**src/rtl/ie_arbiter_if.sv**
```systemverilog
// Bundle of IE arbitration signals: requester/IE side (master) and arbiter side (slave).
interface ie_arbiter_if;
  logic [3:0] req;
  logic       job_done;
  logic       tag_status;
  logic [3:0] gnt;
  logic [3:0] done;
  logic       ie_en;
  logic [1:0] ie_sel;
  logic       timeout_err;

  modport master (
    output req, job_done, tag_status,
    input  gnt, done, ie_en, ie_sel, timeout_err
  );

  modport slave (
    input  req, job_done, tag_status,
    output gnt, done, ie_en, ie_sel, timeout_err
  );
endinterface

```
**src/rtl/ie_arbiter.sv**
```systemverilog
// Fixed-priority, non-preemptive owner arbiter for the shared IE (INIT > OCU > PARSE > SCU).
// Define IE_ARB_TIMEOUT_EN to build the BUSY watchdog that forces a release and sets timeout_err.
module ie_arbiter #(
  parameter int GAP_CYC     = 1,
  parameter int TIMEOUT_CYC = 1023,
  parameter int CNT_W       = 10
) (
  input logic        DOUB_BLF,
  input logic        rst,
  ie_arbiter_if.slave bus
);

  typedef enum logic [1:0] {IDLE, BUSY, RELEASE} state_t;

  state_t     state_reg, state_next;
  logic [3:0] gnt_reg, gnt_next;
  logic [3:0] done_reg, done_next;
  logic [1:0] sel_reg, sel_next;
  logic       ie_en_reg;
  logic [3:0] gap_cnt_reg, gap_cnt_next;
  logic [1:0] win;
  logic       any_req;
  logic       owner_req;
  logic       timeout_hit;

  // Lowest set index wins, so scan from the top down and let lower bits overwrite.
  always_comb begin
    win = 2'd0;
    for (int i = 3; i >= 0; i--) begin
      if (bus.req[i]) win = 2'(i);
    end
  end

  assign any_req   = |bus.req;
  assign owner_req = bus.req[sel_reg];

  always_ff @(posedge DOUB_BLF) begin
    if (rst) begin
      state_reg   <= IDLE;
      gnt_reg     <= '0;
      done_reg    <= '0;
      sel_reg     <= '0;
      ie_en_reg   <= 1'b0;
      gap_cnt_reg <= '0;
    end else begin
      state_reg   <= state_next;
      gnt_reg     <= gnt_next;
      done_reg    <= done_next;
      sel_reg     <= sel_next;
      ie_en_reg   <= |gnt_next;
      gap_cnt_reg <= gap_cnt_next;
    end
  end

  always_comb begin
    state_next = state_reg;
    case (state_reg)
      IDLE:    if (!bus.tag_status && any_req) state_next = BUSY;
      BUSY:    if (bus.job_done || !owner_req || bus.tag_status || timeout_hit)
                 state_next = RELEASE;
      RELEASE: if (gap_cnt_reg == 4'(GAP_CYC - 1)) state_next = IDLE;
      default: state_next = IDLE;
    endcase
  end

  // job_done outranks abort, kill and timeout so a finished job always reports completion.
  always_comb begin
    gnt_next     = '0;
    done_next    = '0;
    sel_next     = sel_reg;
    gap_cnt_next = '0;
    case (state_reg)
      IDLE: begin
        if (!bus.tag_status && any_req) begin
          gnt_next = 4'b0001 << win;
          sel_next = win;
        end
      end
      BUSY: begin
        if (bus.job_done)
          done_next = gnt_reg;
        else if (owner_req && !bus.tag_status && !timeout_hit)
          gnt_next = gnt_reg;
      end
      RELEASE: gap_cnt_next = gap_cnt_reg + 4'd1;
      default: ;
    endcase
  end

`ifdef IE_ARB_TIMEOUT_EN
  logic [CNT_W-1:0] to_cnt_reg;
  logic             err_reg;

  // Counter holds BUSY cycles already elapsed, so the TIMEOUT_CYC-th cycle sees TIMEOUT_CYC-1.
  assign timeout_hit = (state_reg == BUSY) && (to_cnt_reg == CNT_W'(TIMEOUT_CYC - 1));

  always_ff @(posedge DOUB_BLF) begin
    if (rst) begin
      to_cnt_reg <= '0;
      err_reg    <= 1'b0;
    end else begin
      to_cnt_reg <= (state_reg == BUSY) ? to_cnt_reg + 1'b1 : '0;
      if (timeout_hit && !bus.job_done) err_reg <= 1'b1;
    end
  end

  assign bus.timeout_err = err_reg;
`else
  logic [31:0] unused_cfg;
  assign unused_cfg      = 32'(TIMEOUT_CYC) ^ 32'(CNT_W);
  assign timeout_hit     = 1'b0;
  assign bus.timeout_err = 1'b0;
`endif

  assign bus.gnt    = gnt_reg;
  assign bus.done   = done_reg;
  assign bus.ie_sel = sel_reg;
  assign bus.ie_en  = ie_en_reg;

endmodule

```
**src/flat_wrapper.sv**
```systemverilog
// flat-port wrapper written by rule: the top's interface ports become plain ports
module ie_arbiter_flat 
#(
  parameter int GAP_CYC     = 1,
  parameter int TIMEOUT_CYC = 1023,
  parameter int CNT_W       = 10
)
  (DOUB_BLF, rst, bus_req, bus_job_done, bus_tag_status, bus_gnt, bus_done, bus_ie_en, bus_ie_sel, bus_timeout_err);
  ie_arbiter_if bus_i ();
  input logic DOUB_BLF;
  input logic rst;
  input wire logic [$bits(bus_i.req)-1:0] bus_req;
  input wire logic [$bits(bus_i.job_done)-1:0] bus_job_done;
  input wire logic [$bits(bus_i.tag_status)-1:0] bus_tag_status;
  output wire logic [$bits(bus_i.gnt)-1:0] bus_gnt;
  output wire logic [$bits(bus_i.done)-1:0] bus_done;
  output wire logic [$bits(bus_i.ie_en)-1:0] bus_ie_en;
  output wire logic [$bits(bus_i.ie_sel)-1:0] bus_ie_sel;
  output wire logic [$bits(bus_i.timeout_err)-1:0] bus_timeout_err;
  assign bus_i.req = bus_req;
  assign bus_i.job_done = bus_job_done;
  assign bus_i.tag_status = bus_tag_status;
  assign bus_gnt = bus_i.gnt;
  assign bus_done = bus_i.done;
  assign bus_ie_en = bus_i.ie_en;
  assign bus_ie_sel = bus_i.ie_sel;
  assign bus_timeout_err = bus_i.timeout_err;
  ie_arbiter #(.GAP_CYC(GAP_CYC), .TIMEOUT_CYC(TIMEOUT_CYC), .CNT_W(CNT_W)) u_core (.DOUB_BLF(DOUB_BLF), .rst(rst), .bus(bus_i));
endmodule
```
**config.mk**
```make
export PLATFORM = sky130hd
export DESIGN_NAME = ie_arbiter_flat
export DESIGN_NICKNAME = d
export VERILOG_FILES = /design/src/rtl/ie_arbiter_if.sv /design/src/rtl/ie_arbiter.sv /design/src/flat_wrapper.sv
export SDC_FILE = /design/constraint.sdc
export NUM_CORES = 1
export LEC_CHECK = 0
export BUFFER_PORTS_ARGS = -buffer_cell sky130_fd_sc_hd__buf_2
export CAP_MARGIN = 20
export CORE_UTILIZATION = 52
export CTS_CLUSTER_SIZE = 30
export DETAILED_ROUTE_END_ITERATION = 10
export GPL_TIMING_DRIVEN = 0
export PLACE_DENSITY = 0.79
export SYNTH_ARGS = -nofsm -noshare
export SYNTH_HDL_FRONTEND = slang
export SYNTH_SLANG_ARGS = --single-unit
```
**constraint.sdc**
```tcl
create_clock -name DOUB_BLF -period 4.04 [get_ports DOUB_BLF]
set_input_delay 0 -clock DOUB_BLF [delete_from_list [all_inputs] [get_ports DOUB_BLF]]
set_output_delay 0 -clock DOUB_BLF [all_outputs]
set_load 0.1 [all_outputs]
```
==> results of run 1 <==
==> worst register-to-register path, stage by stage, from the launching register on <==
cell and delay [ns]:
dfxtp_1 0.39, mux4_2 0.59, and3_4 0.21, a22o_1 0.24
==> where the power goes <==
part	switching, mW	internal, mW	total (mW)
clock	0.0544	0.0369	0.0914
combinational	0.0436	0.0163	0.0599
sequential	0.00505	0.172	0.177
==> layout make-up <==
cell class	count	area, sq um	area share [%]
inverter	6	22.5	2.56
clock inverter	1	5.00	0.570
sequential	17	340	38.7
clock buffer	3	22.5	2.56
buffer	2	15.0	1.71
multi-input combinational	45	359	40.9
tap	15	18.8	2.14
timing repair buffer	18	95.1	10.8
==> metrics by stage <==
stage	power [mW]	util [%]	cell area, sq um	hold slack [ns]
after global routing	0.341	66.7	878	0.00341
final	0.328	66.7	878	0.00101
after detailed placement	0.239	63.8	841	0.248
after CTS	0.328	66.7	878	0.00507
after global placement	0.238	63.8	841	0.242
after floorplan	0.226	-	737	0.125
==> cell usage in the layout, fill, tap and decap left out, drive strengths merged, types with 3 or more instances in the layout <==
cell,Yosys,final
inv,6,6
and2,4,4
dfxtp,17,17
clkbuf,0,3
buf,2,19
nor2,5,5
a21oi,4,4
nand3,4,4
nor4b,3,3
==> kinds of logic (layout without fill, tap and decap cells) <==
| kind of cell | Yosys count | count (layout) |
|---|---|---|
| flip-flops | 17 | 17 |
| XOR/XNOR | 2 | 2 |
| multiplexers | 1 | 1 |
| adder cells (fa/ha/maj) | 2 | 2 |
| other | 1 | 1 |
| buffers and inverters | 8 | 30 |
| AO/OA/AOI/OAI | 15 | 15 |
| AND/OR/NAND/NOR | 24 | 24 |
==> repair_timing <==
item,in CTS,in global routing
hold buffers,1,0
endpoints found under the setup margin,0,0
hold endpoints to repair,6,0
==> per-layer routing <==
metal / vias to the layer above / global-route usage, % / wire length [microns]
met2: 20 / 35.7 / 642
met3: 5 / 6.82 / 71
met4: 0 / 11.2 / 25
met5: - / 0 / 0
li1: 296 / - / -
met1: 242 / 26.1 / 647
==> how the worst max path moves through the flow <==
stage                                         to                              start  depth (start not counted)
floorplan           u_core.bus.gnt[3]$_SDFF_PP0_  u_core.bus.ie_sel[0]$_SDFFE_PP0P_                          3
global placement    u_core.bus.gnt[2]$_SDFF_PP0_  u_core.bus.ie_sel[0]$_SDFFE_PP0P_                          3
detailed placement  u_core.bus.gnt[2]$_SDFF_PP0_  u_core.bus.ie_sel[0]$_SDFFE_PP0P_                          3
CTS                 u_core.bus.gnt[2]$_SDFF_PP0_  u_core.bus.ie_sel[0]$_SDFFE_PP0P_                          3
global route        u_core.bus.gnt[2]$_SDFF_PP0_  u_core.bus.ie_sel[0]$_SDFFE_PP0P_                          3
finish              u_core.bus.gnt[2]$_SDFF_PP0_  u_core.bus.ie_sel[0]$_SDFFE_PP0P_                          3
==> impl_metrics.ini, run 1 <==
[min_path]
hold_start = bus_req[2]
hp-class = in2reg
whs_endpoint = u_core.bus.gnt[2]$_SDFF_PP0_
holdPathStages = 2

[grt]
track_usage_pct = 22.2
antenna_found_initial = 0
gr-total-overflow = 0
grt_pass1_wl_microns = 2210
grt_max_degree = 11
grt_pass1_vias = 502

[timing]
tns_ns = 0
min_period_over_period_pct = 38.0
finalClockSkew_ns = 0.00552
grt_setup_unrepaired = no
drv_slew = 0
worst_slew_pin_slew_ns = 0.481
setup_viol = 0
slew_headroom_pct = 67.5
setup_ws_ns = 2.50
hold_violations = 0
period_needed_ns = 1.54
max_freq_ghz = 0.651

[floorplanning]
io_pins = 20
dieWidth_microns = 39.6
core_area_sq_um = 1320
rows = 13
die-area_sq_um = 1570
die_y_microns = 39.6
floorplan.initialDensity_pct = 55.9

[clock_network]
root_buffer = clkbuf_4
clock_latency_ns = 0.30
post_cts_buffers = 0
clockBufferDepth = 2
clkSinkCount = 17
ctsResizeCount = 0
cts_tree = done
clkSlewWorstSetupHoldPaths_ns = 0.09
cts_buffers = 3
cts.htree.levels = 1

[synthesis]
synth.distinct_cells = 32
muxShareOfSynthArea_pct = 3.06
synth.most_common_cell = dfxtp_1
synth_xor_xnor_area_share_pct = 2.38
synth_fp_nets = 80
ys_seq_area_share_pct = 46.2
synth-main-ff-cell = dfxtp_1
synth_compound_area_share_pct = 15.8
synth_common_cells = 17 x dfxtp_1, 6 x inv_1, 5 x nor2_1
async_reset_ff_share_pct = 0
synth_seq_cells = 17
synth_cells = 70
synth.area.top_cells = dfxtp_1 46%, and2_1 3.4%, ha_1 3.4%
synth_top_family_by_area = simple AND/OR/NAND/NOR gates
synth_edf_count = 0
synth_warnings = 0
synth_top_area_share_pct = 46.2
synth_top_area_cell = dfxtp_1
yosys.area_share.adder_pct = 3.40
syn-cell-area_sq_um = 737
synthSimpleGateAreaFrac_pct = 23.6
syn_area_per_cell_sq_um = 10.5

[detailed_routing]
drc = 0
firstDrtPassIters = 2
routedWlPerCell_microns = 13.0
vias_per_cell = 5.26
drtAntennaViolNets = 0
routed_wl_microns = 1390
drt_iter0_drc = 7
vias = 563

[critical_path]
r2r_end = u_core.bus.gnt[2]$_SDFF_PP0_
rr_startpoint = u_core.bus.ie_sel[0]$_SDFFE_PP0P_
reg2reg_slack_ns = 2.50
start_kind = register
crit_arrival_ns = 1.72
crit_slowest_cell = mux4_2
end_kind = register
crit_buf_inv = 0
setup.worst_path.class = reg2reg
cp_top_family = multiplexers
required_ns = 4.23
cp_cell_sequence = mux4_2 > and3_4 > a22o_1
reg2regPathDepth = 3
slowest_delay_ns = 0.58
cp_max_fo = 5

[cells_and_area]
fin_nets = 103
finalNonFillerCells = 107
drive_gt1_share_pct = 31.5
area_delta_synth_final_pct = 19.2
nFillCells = 104
antenna_cells = 0

[place]
pre_cts_ws_ns = 2.53
dp.cells = 102
gp_congestion = 0.749
dpl.hpwl_microns = 1000
portBuffers = 17

[power]
powerDensity_nw_per_um2 = 374
leakagePower_nw = 0.402
vdd.ir_drop.worst_mv = 0.195

[job]
max_cap_violations = 0

[run_status]
status = finished clean
Power figures use the tool's default switching activity.
==> run 2: changes to the inputs <==
ABC_AREA = 1   (was unset)
CORE_UTILIZATION = 50   (was 52)
PLACE_DENSITY = 0.76   (was 0.79)
clock period = 1.6 ns   (was 4.04 ns; I/O delays follow)
==> impl_metrics.ini, run 2 <==
[run_status]
status = finished clean

[place]
place_area_sq_um = 890
dpl.hpwl_microns = 1150
portBuffers = 17
gp_congestion = 0.782

[detailed_routing]
routedWlPerCell_microns = 9.44
routed-wl-met2_microns = 638
vias = 707
drc = 0
drt-met1-wl_microns = 627
met3_length_microns = 74
top_layer_used = met4
routed_wl_microns = 1350
drtAntennaViolNets = 0
drt_iter0_drc = 20
vias_per_cell = 4.94
firstDrtPassIters = 4

[power]
power.total_mw = 0.837
powerDensity_nw_per_um2 = 903
vdd.ir_drop.worst_mv = 0.643
leakagePower_nw = 0.456

[synthesis]
synth_edf_count = 0
synth.most_common_cell = nand2_1
synth_fp_nets = 116
synth-main-ff-cell = dfxtp_1
ys_seq_area_share_pct = 43.5
syn-cell-area_sq_um = 783
syn_area_per_cell_sq_um = 7.39
synth_warnings = 0
async_reset_ff_share_pct = 0
synth.area.top_cells = dfxtp_1 43%, nand2_1 9.6%, inv_1 9.1%
synth_cells = 106
synth_common_cells = 20 x nand2_1, 19 x inv_1, 17 x dfxtp_1
synth_top_area_cell = dfxtp_1
synth_seq_cells = 17
synth_top_area_share_pct = 43.5
synth.distinct_cells = 23

[timing]
period_needed_ns = 1.14
tns_ns = 0
drv_slew = 0
hold_violations = 0
finalClockSkew_ns = 0.00428
setup_viol = 0
max_freq_ghz = 0.876
min_period_over_period_pct = 71.3
grt_setup_unrepaired = no

[job]
max_cap_violations = 0

[floorplanning]
die-area_sq_um = 1730
io_pins = 20
rows = 13
die_y_microns = 41.6
core_area_sq_um = 1380
dieWidth_microns = 41.6
floorplan.initialDensity_pct = 56.7

[grt]
grt_pass1_vias = 608
gr-total-overflow = 0
grt_pass1_wl_microns = 2330
track_usage_pct = 17.5
antenna_found_initial = 0
grt_max_degree = 11

[critical_path]
required_ns = 1.83
crit_slowest_cell = dfxtp_1
crit_buf_inv = 1
start_kind = register
end_kind = register
crit_arrival_ns = 1.37
reg2regPathDepth = 7
cp_max_fo = 4
cp_cell_sequence = inv_2 > nand2_2 > nor2_4 > nand3_2 > o21ai_2 > nor2_1 > a21oi_2
path_depth = 7
slowest_delay_ns = 0.36
cp_top_family = simple AND/OR/NAND/NOR gates
setup.worst_path.class = reg2reg

[clock_network]
cts_buffers = 3
ctsResizeCount = 0
clkSinkCount = 17
cts_tree = done
cts.htree.levels = 1
clock_latency_ns = 0.29
root_buffer = clkbuf_4
clkSlewWorstSetupHoldPaths_ns = 0.10
clockBufferDepth = 2

[cells_and_area]
drive_gt1_share_pct = 28.1
final_area_sq_um = 927
antenna_cells = 0
mostFrequentLayoutCells = 20 x nand2_1, 19 x inv_1, 18 x buf_2
layout_commonest_cell = nand2_1
post-route-util_pct = 67.1
fin_nets = 139
area_delta_synth_final_pct = 18.4

[min_path]
holdPathStages = 3
hp-class = in2reg
-- run 2: changes by cell type after synthesis, moves of 2 or more --
| cell | delta |
|---|---|
| and2_1 | -3 |
| or4_1 | -2 |
| a21oi_1 | +5 |
| a22o_1 | -2 |
| nor2_1 | +8 |
| nand4_1 | +4 |
| nand2_1 | +18 |
| inv_1 | +13 |
| nand3_2 | +3 |
| nand3_1 | +2 |
-- run 2: path summary, 6_finish.rpt --
| kind | startpoint | to | slack [ns] |
|---|---|---|---|
| max | u_core.state_reg[1]$_SDFFE_PP0P_ | u_core.bus.ie_en$_SDFF_PP0_ | 0.46 |
| min | bus_req[1] | u_core.bus.gnt[1]$_SDFF_PP0_ | 0.04 |
| max reg2reg | u_core.state_reg[1]$_SDFFE_PP0P_ | u_core.bus.ie_en$_SDFF_PP0_ | 0.46 |
| min reg2reg | u_core.bus.gnt[0]$_SDFF_PP0_ | u_core.bus.done[0]$_SDFF_PP0_ | 0.46 |
-- run 2: worst register-to-register path: cells and delay by family (launching register included) --
kind	cells	cell delay, ns
AOI/OAI and AO/OA	2	0.25
buffers and inverters	1	0.07
DFF	1	0.36
and+or+nand+nor	4	0.40
-- run 2: cells by family after synthesis --
family / after synthesis / share of synthesized area, %
XOR/XNOR: 1 / 1.12
adder cells (fa/ha/maj): 2 / 3.19
buffers and inverters: 22 / 11.2
flip-flops: 17 / 43.5
AND/OR/NAND/NOR: 52 / 32.6
AO/OA/AOI/OAI: 11 / 7.99
other: 1 / 0.479
-- run 2: layout make-up --
| type | count | area [sq um] |
|---|---|---|
| Sequential cell | 17 | 343 |
| Inverter | 20 | 75.1 |
| Buffer | 2 | 12.5 |
| Fill cell | 121 | 455 |
| Tap cell | 15 | 18.8 |
| Clock buffer | 3 | 22.5 |
| Timing Repair Buffer | 18 | 95.1 |
| Clock inverter | 1 | 5.00 |
| Multi-Input combinational cell | 67 | 355 |
-- run 2: metal layers --
| layer | vias up | global-route usage (%) |
|---|---|---|
| li1 | 372 | - |
| met1 | 315 | 20.8 |
| met2 | 18 | 27.8 |
| met3 | 2 | 7.83 |
| met4 | 0 | 6.45 |
| met5 | - | 0 |
-- run 2: repair_timing --
item | 4_1_cts | 5_1_grt
setup buffers | 0 | 0
endpoints found under the hold margin | 7 | 0
endpoints found under the setup margin | 0 | 0
hold buffers | 1 | 0
-- run 2: metrics by stage --
stage | hold WS [ns] | worst slack, ns | std cells
2_1_floorplan | 0.189 | 0.130 | 106
3_3_place_gp | 0.270 | 0.493 | 138
3_5_place_dp | 0.283 | 0.465 | 138
4_1_cts | 0.0301 | 0.447 | 143
5_1_grt | 0.0284 | 0.331 | 143
6_report | 0.0401 | 0.459 | 143
-- run 2: power by group --
group          switching (mW)  internal, mW
clock network           0.132        0.0930
registers             0.00990         0.436
logic                   0.128        0.0384
total                   0.270         0.567
